--- config.mk ---
export PLATFORM = sky130hd
export DESIGN_NAME = sc_csai_seq
export DESIGN_NICKNAME = d
export VERILOG_FILES = /design/src/rtl/sc_csai_seq.sv
export SDC_FILE = /design/constraint.sdc
export NUM_CORES = 1
export LEC_CHECK = 0
export ABC_AREA = 1
export CAP_MARGIN = 20
export CORE_UTILIZATION = 57
export DETAILED_ROUTE_END_ITERATION = 16
export PLACE_DENSITY = 0.89
export SKIP_CTS_REPAIR_TIMING = 1
export SLEW_MARGIN = 10
export SYNTH_ARGS = -nofsm -noshare
export SYNTH_HDL_FRONTEND = slang
export SYNTH_SLANG_ARGS = --single-unit
--- constraint.sdc ---
create_clock -name SC_CSAI_SEQ_CLOCK_50 -period 2.3 [get_ports SC_CSAI_SEQ_CLOCK_50]
set_input_delay 0.345 -clock SC_CSAI_SEQ_CLOCK_50 [delete_from_list [all_inputs] [get_ports SC_CSAI_SEQ_CLOCK_50]]
set_output_delay 0.345 -clock SC_CSAI_SEQ_CLOCK_50 [all_outputs]
set_load 0.05 [all_outputs]
--- src/rtl/sc_csai_seq.sv ---
// rtl/sc_csai_seq.sv - program-counter sequencer with INC/JMP/BRANCH/CALL/RET and a LIFO return stack.
// Optional macro CSAI_SEQ_STACK_WRAP_EN: CALL on a full stack overwrites the oldest entry instead of flagging an error.
module sc_csai_seq #(
  parameter int DATAWIDTH_BUS_CSAI_SEQ = 11,
  parameter int CSAI_SEQ_STEP          = 1,
  parameter int CSAI_SEQ_STACK_DEPTH   = 4,
  parameter int CSAI_SEQ_RESET_VECTOR  = 0
) (
  input  logic                              SC_CSAI_SEQ_CLOCK_50,
  input  logic                              SC_CSAI_SEQ_RESET_InHigh,
  input  logic                              CSAI_SEQ_STALL_In,
  input  logic [2:0]                        CSAI_SEQ_OP_In,
  input  logic [DATAWIDTH_BUS_CSAI_SEQ-1:0] CSAI_SEQ_TARGET_In,
  output logic [DATAWIDTH_BUS_CSAI_SEQ-1:0] CSAI_SEQ_PC_Out,
  output logic [DATAWIDTH_BUS_CSAI_SEQ-1:0] CSAI_SEQ_LINK_Out,
  output logic                              CSAI_SEQ_STACK_EMPTY_Out,
  output logic                              CSAI_SEQ_STACK_FULL_Out,
  output logic                              CSAI_SEQ_ERROR_Out
);

  localparam int W  = DATAWIDTH_BUS_CSAI_SEQ;
  localparam int D  = CSAI_SEQ_STACK_DEPTH;
  localparam int CW = $clog2(D + 1);
  localparam int PW = $clog2(D);

  localparam logic [W-1:0]  STEP_W  = W'(CSAI_SEQ_STEP);
  localparam logic [W-1:0]  RST_W   = W'(CSAI_SEQ_RESET_VECTOR);
  localparam logic [CW-1:0] DEPTH_C = CW'(D);
  localparam logic [CW-1:0] CNT_ONE = CW'(1);
  localparam logic [PW-1:0] PTR_ONE = PW'(1);
  localparam logic [PW-1:0] PTR_MAX = PW'(D - 1);

  localparam logic [2:0] OP_JMP    = 3'b001;
  localparam logic [2:0] OP_BRANCH = 3'b010;
  localparam logic [2:0] OP_CALL   = 3'b011;
  localparam logic [2:0] OP_RET    = 3'b100;

  logic [W-1:0]  pc_q, pc_d;
  logic [CW-1:0] count_q, count_d;
  logic [PW-1:0] ptr_q, ptr_d;
  logic          empty_q, empty_d;
  logic          full_q, full_d;
  logic          error_q, error_d;
  logic [W-1:0]  stack_q [D];
  logic [W-1:0]  stack_d [D];

  logic [W-1:0]  link;
  logic [PW-1:0] ptr_inc, ptr_dec;

  // ptr_q is the next free slot; the stack is a ring so wrap mode can overwrite the oldest entry
  assign link    = pc_q + STEP_W;
  assign ptr_inc = (ptr_q == PTR_MAX) ? '0 : ptr_q + PTR_ONE;
  assign ptr_dec = (ptr_q == '0) ? PTR_MAX : ptr_q - PTR_ONE;

  always_comb begin
    pc_d    = pc_q;
    count_d = count_q;
    ptr_d   = ptr_q;
    error_d = error_q;
    stack_d = stack_q;
    if (!CSAI_SEQ_STALL_In) begin
      case (CSAI_SEQ_OP_In)
        OP_JMP:    pc_d = CSAI_SEQ_TARGET_In;
        OP_BRANCH: pc_d = pc_q + CSAI_SEQ_TARGET_In;
        OP_CALL: begin
          pc_d = CSAI_SEQ_TARGET_In;
          if (!full_q) begin
            stack_d[ptr_q] = link;
            ptr_d          = ptr_inc;
            count_d        = count_q + CNT_ONE;
          end else begin
`ifdef CSAI_SEQ_STACK_WRAP_EN
            stack_d[ptr_q] = link;
            ptr_d          = ptr_inc;
`else
            error_d = 1'b1;
`endif
          end
        end
        OP_RET: begin
          if (!empty_q) begin
            pc_d    = stack_q[ptr_dec];
            ptr_d   = ptr_dec;
            count_d = count_q - CNT_ONE;
          end else begin
            pc_d    = link;
            error_d = 1'b1;
          end
        end
        default: pc_d = link;
      endcase
    end
    empty_d = (count_d == '0);
    full_d  = (count_d == DEPTH_C);
  end

  always_ff @(posedge SC_CSAI_SEQ_CLOCK_50 or posedge SC_CSAI_SEQ_RESET_InHigh) begin
    if (SC_CSAI_SEQ_RESET_InHigh) begin
      pc_q    <= RST_W;
      count_q <= '0;
      ptr_q   <= '0;
      empty_q <= 1'b1;
      full_q  <= 1'b0;
      error_q <= 1'b0;
    end else begin
      pc_q    <= pc_d;
      count_q <= count_d;
      ptr_q   <= ptr_d;
      empty_q <= empty_d;
      full_q  <= full_d;
      error_q <= error_d;
    end
  end

  // Stack contents are meaningless until pushed, so they carry no reset
  always_ff @(posedge SC_CSAI_SEQ_CLOCK_50) begin
    stack_q <= stack_d;
  end

  assign CSAI_SEQ_PC_Out          = pc_q;
  assign CSAI_SEQ_LINK_Out        = link;
  assign CSAI_SEQ_STACK_EMPTY_Out = empty_q;
  assign CSAI_SEQ_STACK_FULL_Out  = full_q;
  assign CSAI_SEQ_ERROR_Out       = error_q;

endmodule

Word-level counts from Yosys, hierarchy flattened
Cells that the tools add are included.
Storage, ports and cells
  bits in registers: 63
  output and inout bits: 25
  word-level logic and storage cells: 61
Cells by class
  add/sub/neg operators: 6
  bitwise logic cells: 4
  magnitude comparators: 3
  equality and inequality tests: 10
  muxes and demuxes: 20
  reductions and logical operators: 8
Operator list (number)
  44-bit bitwise mux: 1
  11-bit two-way mux: 4
  11-bit one-hot mux with 3 select lines: 1
  11-bit binary-select mux with 2-bit select: 1
  11-bit demux with 2-bit select: 1
  11-bit by 1-bit adder with 11-bit output, second input constant: 1
  11-bit adder: 1
  3-bit two-way mux: 3
  2-bit two-way mux: 4
  2-bit != test, second input constant: 4
  4-bit AND reduction: 2
  3-bit by 2-bit == test with 1-bit output, second input constant: 2
  3-bit == test, second input constant: 2
  3-bit >= comparator, second input constant: 2
  2-bit NOT with 3-bit output: 2
  3-bit one-hot mux with 2 select lines: 1
  2-bit one-hot mux with 2 select lines: 1
  3-bit by 1-bit adder with 3-bit output, second input constant: 1
  3-bit by 1-bit == test with 1-bit output, second input constant: 1
  3-bit logical NOT: 1
  3-bit by 1-bit less-than comparator with 1-bit output, second input constant: 1
  3-bit AND reduction: 1
  3-bit by 1-bit subtractor with 3-bit output, second input constant: 1
  2-bit by 1-bit adder with 2-bit output, second input constant: 1
  9 further kinds: 11

Depth between registers and ports, before layout
  depth in word-level cells: 8
  depth in mapped cells: 13

Least setup slack after synthesis
No wires, ideal clock.
  path type: flip-flop to flip-flop
  start point: register pc_q[3], in the netlist CSAI_SEQ_PC_Out[3]
  end point: register pc_q[7], in the netlist CSAI_SEQ_PC_Out[7]
  data arrival time: 2.311 ns
  cell stages (with the launch flop): 9
  slack: -0.073 ns
  library setup time: 0.063 ns
  path buffers: 0
  required time: 2.237 ns
  path through: dfrtp_1 nand2_2 nor2_2 nand2_1 xor2_1 a21oi_1 nand3b_1 nand2_1 inv_1
On the way
  cells in the longest elaborated chain, start to end: 3
  elaborated cells between the ends (all ways): 4
  classes of those cells: 2 x add/sub; 2 x mux
RTL lines
  from (decl): RTL line 38  | logic [W-1:0] pc_q, pc_d;
  from (signal assigned): RTL line 106  | pc_q <= pc_d;
  11-bit by 1-bit adder with 11-bit output (*): RTL line 51  | assign link = pc_q + STEP_W;
  net CSAI_SEQ_LINK_Out[7]: RTL line 15  | output logic [DATAWIDTH_BUS_CSAI_SEQ-1:0] CSAI_SEQ_LINK_Out,
  11-bit two-way mux: RTL line 81  | if (!empty_q) begin
  11-bit one-hot mux with 3 select lines (*): RTL line 62  | case (CSAI_SEQ_OP_In)
The timed path passes the listed nets; every way through them passes the cells marked *.
A chain may end at the register's enable or synchronous reset.

Final worst setup path
  start point: register pc_q[2], in the netlist CSAI_SEQ_PC_Out[2]
  end point: output port CSAI_SEQ_LINK_Out[3]
On the way
  cells in the longest elaborated chain, start to end: 1
RTL lines (RTL line)
  11-bit by 1-bit adder with 11-bit output: 51
  to (decl): 15
Every way passes these cells.

==> report_table.html <==
<table>
<tr><th>Metric</th><th>Value</th></tr>
<tr><th colspan="2">Status</th></tr>
<tr><td>Run status</td><td>completed</td></tr>
<tr><th colspan="2">Global routing</th></tr>
<tr><td>GRT Total Usage</td><td>0.291</td></tr>
<tr><td>Antenna violations before repair</td><td>0</td></tr>
<tr><td>First-pass GRT wire length</td><td>15800 um</td></tr>
<tr><td>Number of global-route vias before repair</td><td>3304</td></tr>
<tr><td>Global route overflow</td><td>0</td></tr>
<tr><td>Pin count of the biggest net entering global routing</td><td>25</td></tr>
<tr><th colspan="2">CTS</th></tr>
<tr><td>TritonCTS clock tree</td><td>built</td></tr>
<tr><td>Number of clock sinks seen by CTS</td><td>63</td></tr>
<tr><td>Clock-pin slew reported for the worst setup and hold paths after clock tree synthesis</td><td>0.07 ns</td></tr>
<tr><td>TritonCTS buffer count</td><td>9</td></tr>
<tr><td>H-tree depth</td><td>3</td></tr>
<tr><td>Clk Latency, worst-skew pair</td><td>0.35 ns</td></tr>
<tr><td>Buffer cell driving the clock tree root</td><td>clkbuf_8</td></tr>
<tr><td>Maximum clock insertion buffer count</td><td>2</td></tr>
<tr><th colspan="2">Synthesis</th></tr>
<tr><td>Most numerous cell in the Yosys netlist</td><td>nand2_1</td></tr>
<tr><td>Number of flip-flops and latches in the synthesized netlist</td><td>63</td></tr>
<tr><td>Post-synthesis instance area</td><td>0.00382 sq mm</td></tr>
<tr><td>Distinct cell type count of the synthesized netlist</td><td>39</td></tr>
<tr><td>Count of flip-flops with a built-in enable after synthesis</td><td>44</td></tr>
<tr><td>Yosys warnings</td><td>0</td></tr>
<tr><td>Fraction of synthesized cell area taken by the top area cell type</td><td>0.346</td></tr>
<tr><td>Post-synthesis area per instance</td><td>8.22 sq um</td></tr>
<tr><td>Biggest area contributors in the synthesized netlist</td><td>edfxtp_1 35%, nand2_1 14%, dfrtp_1 12%, nand3_1 5.8%, ha_1 5.6%</td></tr>
<tr><td>Commonest cells in the netlist</td><td>138 x nand2_1, 54 x inv_1, 46 x nor2_1</td></tr>
<tr><td>Sequential element share of the synthesized area</td><td>0.470</td></tr>
<tr><td>Post-synthesis instance total</td><td>465</td></tr>
<tr><td>Async SR Flop Fraction</td><td>0.302</td></tr>
<tr><td>Syn Nets</td><td>500</td></tr>
<tr><td>Most area-hungry cell type in the Yosys netlist</td><td>edfxtp_1</td></tr>
<tr><td>Most instantiated flip-flop cell in the synthesis netlist</td><td>edfxtp_1</td></tr>
<tr><th colspan="2">Power</th></tr>
<tr><td>IR Drop Worst-Case VDD</td><td>0.000796 V</td></tr>
<tr><td>Total leakage power</td><td>2.09 nW</td></tr>
<tr><td>Areal power density over the cells</td><td>1200 mW/mm^2</td></tr>
<tr><td>Total power</td><td>5.53 mW</td></tr>
<tr><th colspan="2">Place</th></tr>
<tr><td>Dpl cells</td><td>581</td></tr>
<tr><td>Instance area after placement</td><td>0.00441 sq mm</td></tr>
<tr><td>Number of buffers inserted by port buffering</td><td>41</td></tr>
<tr><td>Gpl congestion</td><td>0.917</td></tr>
<tr><td>HPWL reported at the end of detailed placement</td><td>6710 um</td></tr>
<tr><td>Post-placement setup slack</td><td>0.0549 ns</td></tr>
<tr><th colspan="2">STA</th></tr>
<tr><td>Clock period minus worst slack</td><td>2.20 ns</td></tr>
<tr><td>RSZ-0062 raised after global routing</td><td>no</td></tr>
<tr><td>Final sum of negative setup slack</td><td>0 ns</td></tr>
<tr><td>Rel. slew slack</td><td>0.518</td></tr>
<tr><td>Pins over their slew limit</td><td>0</td></tr>
<tr><td>Setup Viol. Count Final</td><td>0</td></tr>
<tr><td>Slew at the pin closest to its max-slew limit</td><td>0.718 ns</td></tr>
<tr><td>Max Clock Skew</td><td>0.00839 ns</td></tr>
<tr><td>WHS</td><td>0.327 ns</td></tr>
<tr><td>Highest achievable clock rate</td><td>0.454 GHz</td></tr>
<tr><td>Final Cycle Share</td><td>0.958</td></tr>
<tr><td>Number of endpoints with negative hold slack in the final report</td><td>0</td></tr>
<tr><td>Worst setup slack after layout</td><td>0.0969 ns</td></tr>
<tr><th colspan="2">Cells and area</th></tr>
<tr><td>Fraction of final layout cells sized beyond drive strength 1</td><td>0.127</td></tr>
<tr><td>Final cell count without fillers</td><td>597</td></tr>
<tr><td>Final design instance area without fill</td><td>0.00463 sq mm</td></tr>
<tr><td>Final standard cell utilization of the core</td><td>0.721</td></tr>
<tr><td>Filler cell count in the final layout</td><td>441</td></tr>
<tr><td>Layout overhead on the synthesized area</td><td>21.1%</td></tr>
<tr><td>Number of nets at the end of the flow</td><td>550</td></tr>
<tr><td>Antenna diode instance count</td><td>0</td></tr>
<tr><th colspan="2">Route</th></tr>
<tr><td>Drt first pass iters</td><td>5</td></tr>
<tr><td>Starting DRC count in detailed routing</td><td>289</td></tr>
<tr><td>DRC errors left</td><td>0</td></tr>
<tr><td>Count of antenna-violating nets left after detailed routing</td><td>0</td></tr>
<tr><td>Detailed Route WL</td><td>9520 um</td></tr>
<tr><td>Via density</td><td>5.74</td></tr>
<tr><td>Routed len/inst</td><td>16.0 um</td></tr>
<tr><td>Total vias in the final route</td><td>3429</td></tr>
<tr><th colspan="2">Critical path</th></tr>
<tr><td>Worst Setup End Kind</td><td>output pin</td></tr>
<tr><td>Sequence of cells on the critical path</td><td>nand3_2, xnor2_1, buf_12</td></tr>
<tr><td>RR Startpoint</td><td>ptr_q[0]</td></tr>
<tr><td>Terminus of the critical flop-to-flop path</td><td>CSAI_SEQ_PC_Out[10]</td></tr>
<tr><td>Category of the worst setup path launch point</td><td>flip-flop</td></tr>
<tr><td>Required time of the critical path</td><td>1.96 ns</td></tr>
<tr><td>Largest fanout on the critical path</td><td>7</td></tr>
<tr><td>Depth of the most critical reg-to-reg path</td><td>12</td></tr>
<tr><td>Worst stage delay on the critical path</td><td>0.61 ns</td></tr>
<tr><td>FF-to-FF setup slack</td><td>0.27 ns</td></tr>
<tr><td>CP Data Arrival Time</td><td>1.86 ns</td></tr>
<tr><td>Master of the slowest instance on the critical path</td><td>xnor2_1</td></tr>
<tr><td>Critical path type</td><td>flip-flop to output pin</td></tr>
<tr><th colspan="2">Job</th></tr>
<tr><td>Number of max-cap violations</td><td>0</td></tr>
<tr><th colspan="2">Die</th></tr>
<tr><td>Num ports</td><td>42</td></tr>
<tr><td>Die extent in x</td><td>83.9 um</td></tr>
<tr><td>Y dimension of the die</td><td>83.9 um</td></tr>
<tr><td>Placeable core area</td><td>0.00642 sq mm</td></tr>
<tr><td>Core Rows</td><td>29</td></tr>
<tr><td>Overall die area</td><td>0.00704 sq mm</td></tr>
<tr><td>Initial core utilization</td><td>0.595</td></tr>
<tr><th colspan="2">Min path</th></tr>
<tr><td>Min-delay worst type</td><td>input port to asynchronous set/reset pin</td></tr>
</table>
## critical path: cells and delay by family, from the launching register on
| kind | cells | cell delay [ns] |
|---|---|---|
| AND/OR/NAND/NOR | 1 | 0.18 |
| XOR/XNOR | 1 | 0.61 |
| buffers and inverters | 1 | 0.22 |
| flip-flops | 1 | 0.51 |
## area by class of cell
cell class / count / area (sq um) / share of cell area
clock buffers: 10 / 128 / 0.0276
well taps: 77 / 96.3 / 0.0208
clock inverters: 6 / 85.1 / 0.0184
repair buffers: 49 / 546 / 0.118
inverters: 61 / 229 / 0.0495
multi-input cells: 331 / 1750 / 0.377
flip-flops and latches: 63 / 1800 / 0.389
## routing by layer
layer | vias up | wire length, um | track usage
met2 | 175 | 4620 | 0.484
li1 | 1626 | - | -
met4 | 0 | 289 | 0.154
met3 | 35 | 661 | 0.0237
met1 | 1593 | 3950 | 0.382
met5 | - | 0 | 0
## flip-flops by register name, summed over array words and instances, names as in the netlist
signal                    flops
CSAI_SEQ_STACK_EMPTY_Out      1
CSAI_SEQ_ERROR_Out            1
CSAI_SEQ_STACK_FULL_Out       1
ptr_q                         2
stack_q                      44
count_q                       3
CSAI_SEQ_PC_Out              11
## cells in the final DEF (no fill, tap or decap), types with 16 or more instances in the layout
cell,n
nor2_1,45
dfrtp_1,16
inv_1,54
ha_1,17
clkdlybuf4s50_1,31
nand3_1,44
a21oi_1,18
edfxtp_1,44
nand2_1,138
## power by group
part	switching, mW	internal, mW	leakage, nW	total, mW
sequential	0.197	1.45	0.613	1.65
clock	0.441	0.608	0.104	1.05
combinational	1.87	0.962	1.37	2.84
## how the worst max path moves through the flow
| stage | from | endpoint |
|---|---|---|
| 3_5_place_dp | CSAI_SEQ_TARGET_In[0] | CSAI_SEQ_PC_Out[8] |
| 6_report | CSAI_SEQ_PC_Out[2] | CSAI_SEQ_LINK_Out[3] |
| 2_1_floorplan | CSAI_SEQ_PC_Out[2] | CSAI_SEQ_PC_Out[3] |
| 3_3_place_gp | CSAI_SEQ_TARGET_In[0] | CSAI_SEQ_PC_Out[8] |
| 5_1_grt | CSAI_SEQ_PC_Out[0] | CSAI_SEQ_LINK_Out[8] |
| 4_1_cts | CSAI_SEQ_PC_Out[1] | CSAI_SEQ_LINK_Out[4] |
## cells by family after synthesis
family,Yosys count,synth area share
xor+xnor,6,0.0137
fa+ha+maj,18,0.0609
buf+inv,71,0.0776
compound gates,46,0.0684
simple gates,261,0.309
flops,63,0.470
(Power assumes the default switching activity.)
